===== src/rtl/writeback_unit.sv =====
// writeback_unit: last stage of the rvsimple datapath. It retires one
// instruction per handshake, picks the result source, waits for load data,
// formats sub-word loads and drives the register-file write port. It also
// counts retired instructions.
//
// Handshake: an instruction transfers on a rising clock edge where
// in_valid && in_ready. in_ready depends only on the FSM state. The upstream
// stage must hold its fields stable while in_valid is high and in_ready is
// low. mem_rsp_valid has no ready: a response is consumed on the edge where
// it is seen in WAIT_LOAD and is ignored in IDLE.
module writeback_unit (
  input  logic        clock,
  input  logic        reset,
  input  logic        in_valid,
  output logic        in_ready,
  input  logic [4:0]  in_rd_address,
  input  logic [1:0]  in_wb_sel,
  input  logic [31:0] in_alu_result,
  input  logic [31:0] in_pc_plus4,
  input  logic [31:0] in_csr_data,
  input  logic [2:0]  in_funct3,
  input  logic        mem_rsp_valid,
  input  logic [31:0] mem_rsp_data,
  output logic        write_enable,
  output logic [4:0]  rd_address,
  output logic [31:0] rd_data,
  output logic        load_pending,
  output logic [63:0] instret
);

  typedef enum logic {
    IDLE      = 1'b0,
    WAIT_LOAD = 1'b1
  } state_t;

  localparam logic [1:0] WB_ALU  = 2'd0;
  localparam logic [1:0] WB_LOAD = 2'd1;
  localparam logic [1:0] WB_PC4  = 2'd2;
  localparam logic [1:0] WB_CSR  = 2'd3;

  state_t      state;
  logic [4:0]  load_rd;
  logic [2:0]  load_funct3;
  logic [1:0]  load_offset;
  logic [31:0] sel_data;
  logic [31:0] load_data;
  logic [7:0]  byte_lane;
  logic [15:0] half_lane;
  logic        accept;

  assign in_ready     = (state == IDLE);
  assign load_pending = (state == WAIT_LOAD);
  assign accept       = in_valid && in_ready;

  // Result source for non-load instructions.
  always_comb begin
    sel_data = in_alu_result;
    case (in_wb_sel)
      WB_ALU:  sel_data = in_alu_result;
      WB_PC4:  sel_data = in_pc_plus4;
      WB_CSR:  sel_data = in_csr_data;
      default: sel_data = in_alu_result;
    endcase
  end

  // Lane select and extension of the raw memory word using the latched
  // address offset; the half-word lane ignores offset bit 0.
  always_comb begin
    byte_lane = mem_rsp_data[7:0];
    case (load_offset)
      2'd0: byte_lane = mem_rsp_data[7:0];
      2'd1: byte_lane = mem_rsp_data[15:8];
      2'd2: byte_lane = mem_rsp_data[23:16];
      2'd3: byte_lane = mem_rsp_data[31:24];
      default: byte_lane = mem_rsp_data[7:0];
    endcase
    half_lane = load_offset[1] ? mem_rsp_data[31:16] : mem_rsp_data[15:0];
    load_data = mem_rsp_data;
    case (load_funct3)
      3'd0: load_data = {{24{byte_lane[7]}}, byte_lane};
      3'd1: load_data = {{16{half_lane[15]}}, half_lane};
      3'd4: load_data = {24'd0, byte_lane};
      3'd5: load_data = {16'd0, half_lane};
      default: load_data = mem_rsp_data;
    endcase
  end

  // FSM, registered write port and retire counter. write_enable is a
  // one-cycle pulse; rd_address/rd_data hold between writes.
  always_ff @(posedge clock) begin
    if (reset) begin
      state        <= IDLE;
      write_enable <= 1'b0;
      rd_address   <= 5'd0;
      rd_data      <= 32'd0;
      instret      <= 64'd0;
      load_rd      <= 5'd0;
      load_funct3  <= 3'd0;
      load_offset  <= 2'd0;
    end else begin
      write_enable <= 1'b0;
      case (state)
        IDLE: begin
          if (accept) begin
            if (in_wb_sel == WB_LOAD) begin
              load_rd     <= in_rd_address;
              load_funct3 <= in_funct3;
              load_offset <= in_alu_result[1:0];
              state       <= WAIT_LOAD;
            end else begin
              rd_address   <= in_rd_address;
              rd_data      <= sel_data;
              write_enable <= (in_rd_address != 5'd0);
              instret      <= instret + 64'd1;
            end
          end
        end
        WAIT_LOAD: begin
          if (mem_rsp_valid) begin
            rd_address   <= load_rd;
            rd_data      <= load_data;
            write_enable <= (load_rd != 5'd0);
            instret      <= instret + 64'd1;
            state        <= IDLE;
          end
        end
        default: state <= IDLE;
      endcase
    end
  end

endmodule

===== config.mk =====
export PLATFORM = sky130hd
export DESIGN_NAME = writeback_unit
export DESIGN_NICKNAME = d
export VERILOG_FILES = /design/src/rtl/writeback_unit.sv
export SDC_FILE = /design/constraint.sdc
export NUM_CORES = 1
export LEC_CHECK = 0
export BUFFER_PORTS_ARGS = -buffer_cell sky130_fd_sc_hd__buf_2
export CAP_MARGIN = 20
export CORE_ASPECT_RATIO = 0.75
export CORE_MARGIN = 1
export CORE_UTILIZATION = 30
export CTS_BUF_LIST = sky130_fd_sc_hd__clkbuf_4 sky130_fd_sc_hd__clkbuf_8
export CTS_CLUSTER_SIZE = 10
export DETAILED_ROUTE_END_ITERATION = 16
export GPL_ROUTABILITY_DRIVEN = 0
export PLACE_DENSITY = 0.6
export SLEW_MARGIN = 20
export SYNTH_ARGS = -nofsm -noshare
export SYNTH_HDL_FRONTEND = slang
export SYNTH_SLANG_ARGS = --single-unit
export TNS_END_PERCENT = 20

===== constraint.sdc =====
create_clock -name clock -period 2.8 [get_ports clock]
set_input_delay 0.42 -clock clock [delete_from_list [all_inputs] [get_ports clock]]
set_output_delay 0.42 -clock clock [all_outputs]
set_load 0.01 [all_outputs]

# [Word level (Yosys, flattened, before mapping)]
# Cells that the tools add are included.
[word_totals] ff_bits=113 inputBits=142 out_inout_bits=104 wordCells=53
[op_classes] n_addsub=1 eq_ne=12 muxes=24 bitwise=1 n_reduce_logical=7
[ops] op="$mux W64" count=3
[ops] op="$pmux W32 S2" count=2
[ops] op="$pmux W32 S4" count=1
[ops] op="$pmux W64 S2" count=1
[ops] op="$mux W32" count=3
[ops] op="$add A64 B1 Y64 const B" count=1
[ops] op="$pmux W8 S4" count=1
[ops] op="$mux W16" count=1
[ops] op="$mux W5" count=3
[ops] op="$pmux W5 S2" count=1
[ops] op="$reduce_bool A5 Y1" count=2
[ops] op="$eq A2 B2 Y1 const B" count=4
[ops] op="$eq A3 B3 Y1 const B" count=2
[ops] op="$mux W1" count=6
[ops] op="$reduce_and A3 Y1" count=2
[ops] op="$eq A2 B1 Y1 const B" count=2
[ops] op="$ne A2 B2 Y1 const B" count=2
[ops] op="$pmux W1 S2" count=2
[ops] op="$eq A3 B1 Y1 const B" count=1
[ops] op="$logic_not A3 Y1" count=1
[ops] op="$logic_not A2 Y1" count=1
[ops] op="$ne A2 B1 Y1 const B" count=1
[ops] op="$logic_and A1 B1 Y1" count=1
[ops] op="$not A1 Y1" count=1

# [Logic depth before layout (Yosys ltp)]
# Gate-level depths: netlist of the first run.
[depth] depth_word=5 depth_mapped=8 mapped_depth_nobuf=6

# [Worst setup path after synthesis of the first run]
# OpenSTA, ideal clock, no wires.
[synth_timing] path_kind="input to register" from="in in_wb_sel[0]" to="reg instret[47]" setup_time_ns=0.121 arrival_ns=1.955 required_time_ns=2.679 setup_slack_ns=0.725 path_stages=7 path_buffers=2 cell_sequence="buf_2 -> nor2b_1 -> o21ai_4 -> nand3_2 -> buf_2 -> nor4_1 -> mux2_2"
[synth_between] elab_chain_len=3
[synth_rtl] item="start: declaration" line="17" rtl="input logic [1:0] in_wb_sel,"
[synth_rtl] item="$eq A2 B1 Y1" line="105" rtl="if (in_wb_sel == WB_LOAD) begin"
[synth_rtl] item="$ne A2 B2 Y1 (no line)"
[synth_rtl] item="$reduce_and A3 Y1 (no line)"
[synth_rtl] item="end signal: assignment" line="114" rtl="instret <= instret + 64'd1;"
[synth_rtl] item="end signal: assignment" line="123" rtl="instret <= instret + 64'd1;"
[synth_rtl] item="end: declaration" line="28" rtl="output logic [63:0] instret"
# No other way between the ends.
# A chain may end at the register's enable or synchronous reset.

# [Worst setup path after layout of the first run]
[layout_timing] from="reg state, in the netlist load_pending" to="reg rd_data[15]"
[layout_between] elab_chain_len=4
[layout_rtl] item="start: declaration" line="41" rtl="state_t state;"
[layout_rtl] item="start signal: assignment" line="92" rtl="state <= IDLE;"
[layout_rtl] item="start signal: assignment" line="109" rtl="state <= WAIT_LOAD;"
[layout_rtl] item="start signal: assignment" line="124" rtl="state <= IDLE;"
[layout_rtl] item="$not A1 Y1 (no line)"
[layout_rtl] item="$logic_and A1 B1 Y1" line="53" rtl="assign accept = in_valid && in_ready;"
[layout_rtl] item="$ne A2 B1 Y1 (no line)"
[layout_rtl] item="$reduce_and A3 Y1 (no line)"
[layout_rtl] item="end signal: assignment" line="112" rtl="rd_data <= sel_data;"
[layout_rtl] item="end signal: assignment" line="121" rtl="rd_data <= load_data;"
[layout_rtl] item="end: declaration" line="26" rtl="output logic [31:0] rd_data,"
# Several ways; a longest one is shown, not always the timed one.

==> impl_results.md, run 1 <==
- Run status: complete, no violations
- Number of stages on the worst hold path: 3
- TritonCTS buffer count: 17
- Worst-case clock buffer depth: 2
- Number of levels in the clock H-tree: 4
- Total Die Area: around 22000 um2
- Post-Syn Instances: 810
- Post-synth top area share: 35.54%
- Arrival time at the worst endpoint: roughly 2.8 ns
- Reg2Reg Setup Slack: about 0.40 ns
- First-pass detailed-route iteration total: 6
- Row count: 45
- Clock input transition at the sequential cells of the worst setup and hold paths: about 0.07 ns
- Type of element capturing the critical path: flop
- Post-synth top flop: dfxtp_1
- First-pass GRT wire length: 34.19 mm
- Share of power burned in registers: around 44%
- Number of filler instances in the final layout: 2168
- Proportion of power drawn by the clock network: 41.3%
- Final cell count without fillers: 1328
- Count leader, synth: dfxtp_1
- Ranking of synthesized cells by instance count: 113 x dfxtp_1, 95 x nand2_1, 89 x a21oi_1, 80 x nor2_1, 53 x o21ai_0
- Worst setup path category: reg2reg
- Initial standard-cell utilization of the core: a little under a third
- Pin count of the biggest net entering global routing: 65
- Via count of the routed design: about 7000
- Worst VDD drop: between 150 and 200 uV
- Crit path time final: 2.399 ns
- TritonCTS Sinks: 113
- Part of the power in combinational logic: 14.2%
- Critical path data required time: 3.16 ns
- Starting DRC count in detailed routing: 497
- Area growth from synthesis to layout: 29.19%
- HPWL after DPL: 16.15 mm
- Design internal power: 2.774 mW
- FMAX: approximately 420 MHz
- Syn Area/Cell: 7.858 um2
- Number of flops mapped to enable cells by yosys: 0
- Overall track demand over capacity in global routing: roughly a fifth
- Via count of the first global-routing pass: 6242
- Final Hold Fails: 0
- Post-DRT Antenna Nets: 0
- Horizontal die dimension: 170.2 um
- RSZ-0062 raised after global routing: false
- Final Setup Violations: 0
- Count of buffers from port buffering: 245
- Height of the die: about 130 um
- Cell taking the most area after synthesis: dfxtp_1
- Routed Wire Length: about 22 mm
- Final number of max-transition violations: 0
- Routed length per placed instance: roughly 17 um
- Number of nets in the layout: 1175
- Nets in the synthesized netlist: ~950
- Worst Min Path Start: in_funct3[1]
- Area of the core: 20490 um2
- Hold Crit Endpoint: load_funct3[1]
- Clock tree from TritonCTS: yes
- Initial antenna violation count: 1
- Depth of the worst register-to-register path: 6
- Area taken by multi-input logic gates: 3807 um2
- Total of warnings raised by yosys: 0
- Max_cap viols: 0
- Area of all sequential standard cells: 2262 um2
- Overall power of the completed layout: 3.823 mW
- Leading cell types by total area after synthesis: dfxtp_1 36%, a21oi_1 7.0%, mux2i_1 5.8%
- Critical path startpoint category: flop
- Combined area of all synthesized cells: 6365 um2
- Tightest Pin Transition: 1.083 ns
- Post-cts gate resize count: 0
- # DRC: 0
- Static leakage: between 3 and 4 nW
- Worst clock skew on the final layout: 0.01258 ns
- Post-Route Setup TNS: 0 ns
- NetSw: 1.050 mW
- Fraction of final layout cells sized beyond drive strength 1: 30.33%
- Clock insertion delay at the later pin of the skew report: about 0.43 ns
- Power Dens Cells: 465.0 nW/um2
- Top-level I/O count: roughly 250
- Clock root cell: clkbuf_8
- Peak fanout along the critical path: 34
- Synth cell types: 55
- Final global-route overflow total: 0
- Type of the most critical hold path: in2reg
- Count of placed standard cells including taps: 1295
- Post-synthesis async set-or-reset flop share: 0%
- Worst slew slack as a fraction of its limit: about 28%
- Share of the yosys chip area belonging to registers: 35.54%
- Switching power as a share of total power: 27.45%
- Number of hold buffers added after CTS: 0
- Reg-to-reg critical path startpoint: load_pending
- #FFs+latches synth: 113
- Setup bufs post-CTS: 0
- Post-detailed-route via-to-cell ratio: about 5.3
- Final period utilization: 85.69%
- R2R Path End: rd_data[15]
==> kinds of logic (layout without fill, tap and decap cells) <==
family	after synthesis	in the layout	synth area share [%]
compound gates	222	222	21.56
xor+xnor	19	19	2.615
fa+ha+maj	1	1	0.1965
buf+inv	67	302	4.855
flops	113	113	35.54
mux	47	47	7.765
other cells	0	1	0
simple gates	341	341	27.46
==> metrics by stage <==
stage	area, um2	hold slack (ns)	utilization [%]	worst slack (ns)
floorplan	6365	0.4434	-	0.7246
global placement	7819	0.4325	38.15	0.4810
detailed placement	7819	0.4470	38.15	0.3945
CTS	8218	0.2090	40.10	0.3822
global route	8223	0.2139	40.12	0.2254
finish	8223	0.2432	40.12	0.4008
==> registers in the layout, indices dropped and copies added, names as in the netlist <==
signal / flops
rd_data: 32
write_enable: 1
load_offset: 2
instret: 64
load_funct3: 3
rd_address: 5
load_rd: 5
load_pending: 1
==> worst max path at each step <==
stage	start	to	slack (ns)	depth (start not counted)
finish	load_pending	rd_data[15]	0.40	6
global route	load_pending	rd_data[15]	0.23	6
detailed placement	load_pending	rd_data[15]	0.39	6
floorplan	in_wb_sel[0]	instret[47]	0.72	7
CTS	load_pending	rd_data[15]	0.38	6
global placement	load_pending	rd_data[15]	0.48	6
==> power groups by stage <==
| stage | registers (mW) | logic [mW] | clock network, mW |
|---|---|---|---|
| finish | 1.70 | 0.545 | 1.58 |
| global route | 1.70 | 0.602 | 1.70 |
| CTS | 1.70 | 0.547 | 1.63 |
| detailed placement | 1.73 | 0.544 | 0 |
| global placement | 1.73 | 0.540 | 0 |
| floorplan | 1.76 | 0.265 | 0 |
==> worst max-delay path: stages, from the launching register on <==
cell and delay [ns]:
dfxtp_1 0.39, buf_4 0.40, and2_1 0.25, a21oi_4 0.05
nor2_1 0.80, o21ai_0 0.25, o21ai_0 0.19
==> cell type report <==
cell class                 count  area share [%]
inverter                       8          0.3652
multi-input combinational    630           46.30
clock inverter                10           1.324
timing repair buffer         262           16.65
antenna                        1         0.03043
sequential                   113           27.51
clock buffer                  22           3.530
tap                          282           4.291
==> cells in the final DEF, fill, tap and decap left out, drive strengths merged, types with 3 or more instances in the layout <==
master	instances
o21ai	54
inv	8
or4	25
a211oi	6
o31ai	22
a2111oi	16
a21oi	89
nand4	24
mux2	9
and2	5
or3	20
nor4	10
a221oi	8
xor2	5
nor2	80
nand2b	3
xnor2	14
mux2i	37
a22oi	7
dfxtp	113
nand3	21
nor3	25
buf	262
clkinv	6
a21o	7
a32o	7
clkbuf	22
nor2b	13
nand2	95
and3	7
and4	6
==> per-layer routing <==
metal | GRT usage (%) | routed length (um) | share of wire [%] | up-vias
li1 | - | - | - | 3446
met1 | 30.20 | 11200 | 50 | 3243
met2 | 28.16 | 8976 | 40 | 272
met3 | 4.755 | 1860 | 8.4 | 14
met4 | 5.405 | 185 | 0.83 | 0
met5 | 0 | 0 | 0 | -
No activity file was read; power rests on OpenSTA's default activity.
==> run 2, diff against run 1 <==
- clock period: 2.8 -> 2.4 ns (I/O delays scaled with it)
==> run 2 against run 1 <==
Final cell count increased by 1.1%. Sequential power increased by 16%. Worst hold slack got worse by 0.075 ns. Critical path type unchanged. Critical endpoint is now instret[52]. Highest routed layer unchanged.
==> impl_results.md, run 2 (synthesized netlist as in run 1, its figures left out) <==
- Count of buffers from port buffering: 245 (unchanged)
- Post-detailed-route via-to-cell ratio: 5.273 (+0.40%)
- Row count: 45 (unchanged)
- Initial antenna violation count: 0 (-1)
- Routed length per placed instance: 16.46 um (-1.6%)
- Fraction of final layout cells sized beyond drive strength 1: 31.67% (+1.3 points)
- Total Die Area: 21810 um2 (unchanged)
- Worst slew slack as a fraction of its limit: 52.76% (+25 points)
- Crit path time final: 2.218 ns (-0.1813 ns)
- Arrival time at the worst endpoint: 2.57 ns (-0.19 ns)
- Height of the die: 128.1 um (unchanged)
- Routed Wire Length: 22.11 mm (-0.49%)
- Critical path startpoint category: flop
- Starting DRC count in detailed routing: 582 (+17%)
- Final global-route overflow total: 0 (unchanged)
- HPWL after DPL: 16.34 mm (+1.2%)
- Post-Route Setup TNS: 0 ns (unchanged)
- Worst setup path category: reg2reg
- Max FFs per register: 64 (unchanged)
- Largest reg by FF count: instret
- Tightest Pin Transition: 0.7079 ns (-0.3754 ns)
- Leading registers by flop count: instret (64), rd_data (32)
- Post-DRT Antenna Nets: 0 (unchanged)
- Max_cap viols: 0 (unchanged)
- Worst VDD drop: 242.7 uV (+22%)
- Critical path data required time: 2.75 ns (-0.41 ns)
- Setup bufs post-CTS: 0 (unchanged)
- Share of the core filled with cells: 40.73% (+0.60 points)
- Horizontal die dimension: 170.2 um (unchanged)
- TritonCTS Sinks: 113 (unchanged)
- TritonCTS buffer count: 17 (unchanged)
- Final Setup Violations: 0 (unchanged)
- Peak fanout along the critical path: 11 (-68%)
- Detailed-routed wire length on met2: 8.970 mm (about the same)
- Top layer used by detailed routing: met4
- List of cells traversed by the critical path: nand4_2 -> nor3_2 -> nand3_1 -> buf_4 -> or4_1 -> a21oi_1
- Instance area at placement: 7939 um2 (+1.5%)
- Antenna Diode Count: 0 (-1)
- Clock root cell: clkbuf_8
- Worst-case clock buffer depth: 2 (unchanged)
- Pin count of the biggest net entering global routing: 57 (-12%)
- Number of nets in the layout: 1191 (+1.4%)
- First-pass GRT wire length: 34.64 mm (+1.3%)
- Run status: complete, no violations
- Final Hold Fails: 0 (unchanged)
- RSZ-0062 raised after global routing: false
- Overall track demand over capacity in global routing: 20.39% (+0.25 points)
- Met1 wire length: 11.11 mm (-0.79%)
- Longest individual stage delay on the worst path: 0.47 ns (-0.33 ns)
- Final number of max-transition violations: 0 (unchanged)
- Clock tree from TritonCTS: yes
- First-pass detailed-route iteration total: 5 (-1)
- Via count of the routed design: 7082 (+1.5%)
- Type of the most critical hold path: in2reg
- Number of levels in the clock H-tree: 4 (unchanged)
- Finished Cell Area: 8347 um2 (+1.5%)
- Worst clock skew on the final layout: 0.01205 ns (-0.0005284 ns)
- Slowest stage cell on the critical path: or4_1
- Wire length on met3: 1.827 mm (-1.8%)
- Clock input transition at the sequential cells of the worst setup and hold paths: 0.08 ns (about the same)
- Type of element capturing the critical path: flop
- Final period utilization: 92.42% (+6.7 points)
- FMAX: 450.9 MHz (+8.2%)
- Most common library cell in the layout ignoring fill and taps: buf_2
- Top-level I/O count: 246 (unchanged)
- Via count of the first global-routing pass: 6219 (-0.37%)
- Clock insertion delay at the later pin of the skew report: 0.43 ns (about the same)
- Top library cells by usage in the layout, fill and taps aside: 244 x buf_2, 113 x dfxtp_1, 95 x nand2_1
- Number of filler instances in the final layout: 2194 (+1.2%)
- Area growth from synthesis to layout: 31.14%
- # DRC: 0 (unchanged)
- Power Dens Cells: 533.0 nW/um2 (+15%)
- Area of the core: 20490 um2 (unchanged)
- Static leakage: 3.404 nW (+1.8%)
- Initial standard-cell utilization of the core: 31.06% (unchanged)
run 2: worst max-delay path, delay by kind of cell (launching register included):
| family | cells | cell delay [ns] |
|---|---|---|
| flip-flops | 1 | 0.46 |
| buffers and inverters | 1 | 0.23 |
| AO/OA/AOI/OAI | 1 | 0.17 |
| AND/OR/NAND/NOR | 4 | 1.28 |
run 2: repair_timing:
| item | in CTS | in global routing |
|---|---|---|
| resized for setup | 0 | 1 |
| hold buffers | 0 | 0 |
| endpoints found under the setup margin | 0 | 8 |
run 2: through the flow:
step | setup WS (ns) | hold slack, ns | std cells | total power [mW]
finish | 0.1820 | 0.1679 | 1343 | 4.449
global placement | 0.1884 | 0.4331 | 1311 | 2.656
floorplan | 0.3654 | 0.4434 | 810 | 2.362
detailed placement | 0.1664 | 0.4426 | 1311 | 2.662
global route | 0.01079 | 0.1413 | 1343 | 4.663
CTS | 0.1556 | 0.1400 | 1343 | 4.512
run 2: per-layer routing:
layer / track usage, % / vias up
li1: - / 3489
met1: 31.10 / 3307
met2: 28.52 / 271
met3: 4.415 / 15
met4: 4.610 / 0
met5: 0 / -
run 2: power breakdown:
| group | internal (mW) | switching, mW |
|---|---|---|
| clock network | 0.931 | 0.899 |
| logic | 0.275 | 0.364 |
| registers | 1.94 | 0.0371 |
| total | 3.15 | 1.30 |
run 2: cell type report:
class | instances | area, um2 | area share, %
tap | 282 | 352.8 | 4.227
clock inverter | 15 | 160.2 | 1.919
timing repair buffer | 278 | 1489 | 17.84
inverter | 8 | 30.03 | 0.3598
multi-input combinational | 630 | 3819 | 45.75
sequential | 113 | 2262 | 27.10
clock buffer | 17 | 234.0 | 2.803
run 2: path summary, 6_finish.rpt:
kind	startpoint	end	slack (ns)	cells past startpoint
setup / recovery	instret[23]	instret[52]	0.18	6
hold / removal	in_funct3[2]	load_funct3[2]	0.17	3
setup reg to reg	instret[23]	instret[52]	0.18	6
hold reg to reg	rd_data[13]	rd_data[13]	0.46	2
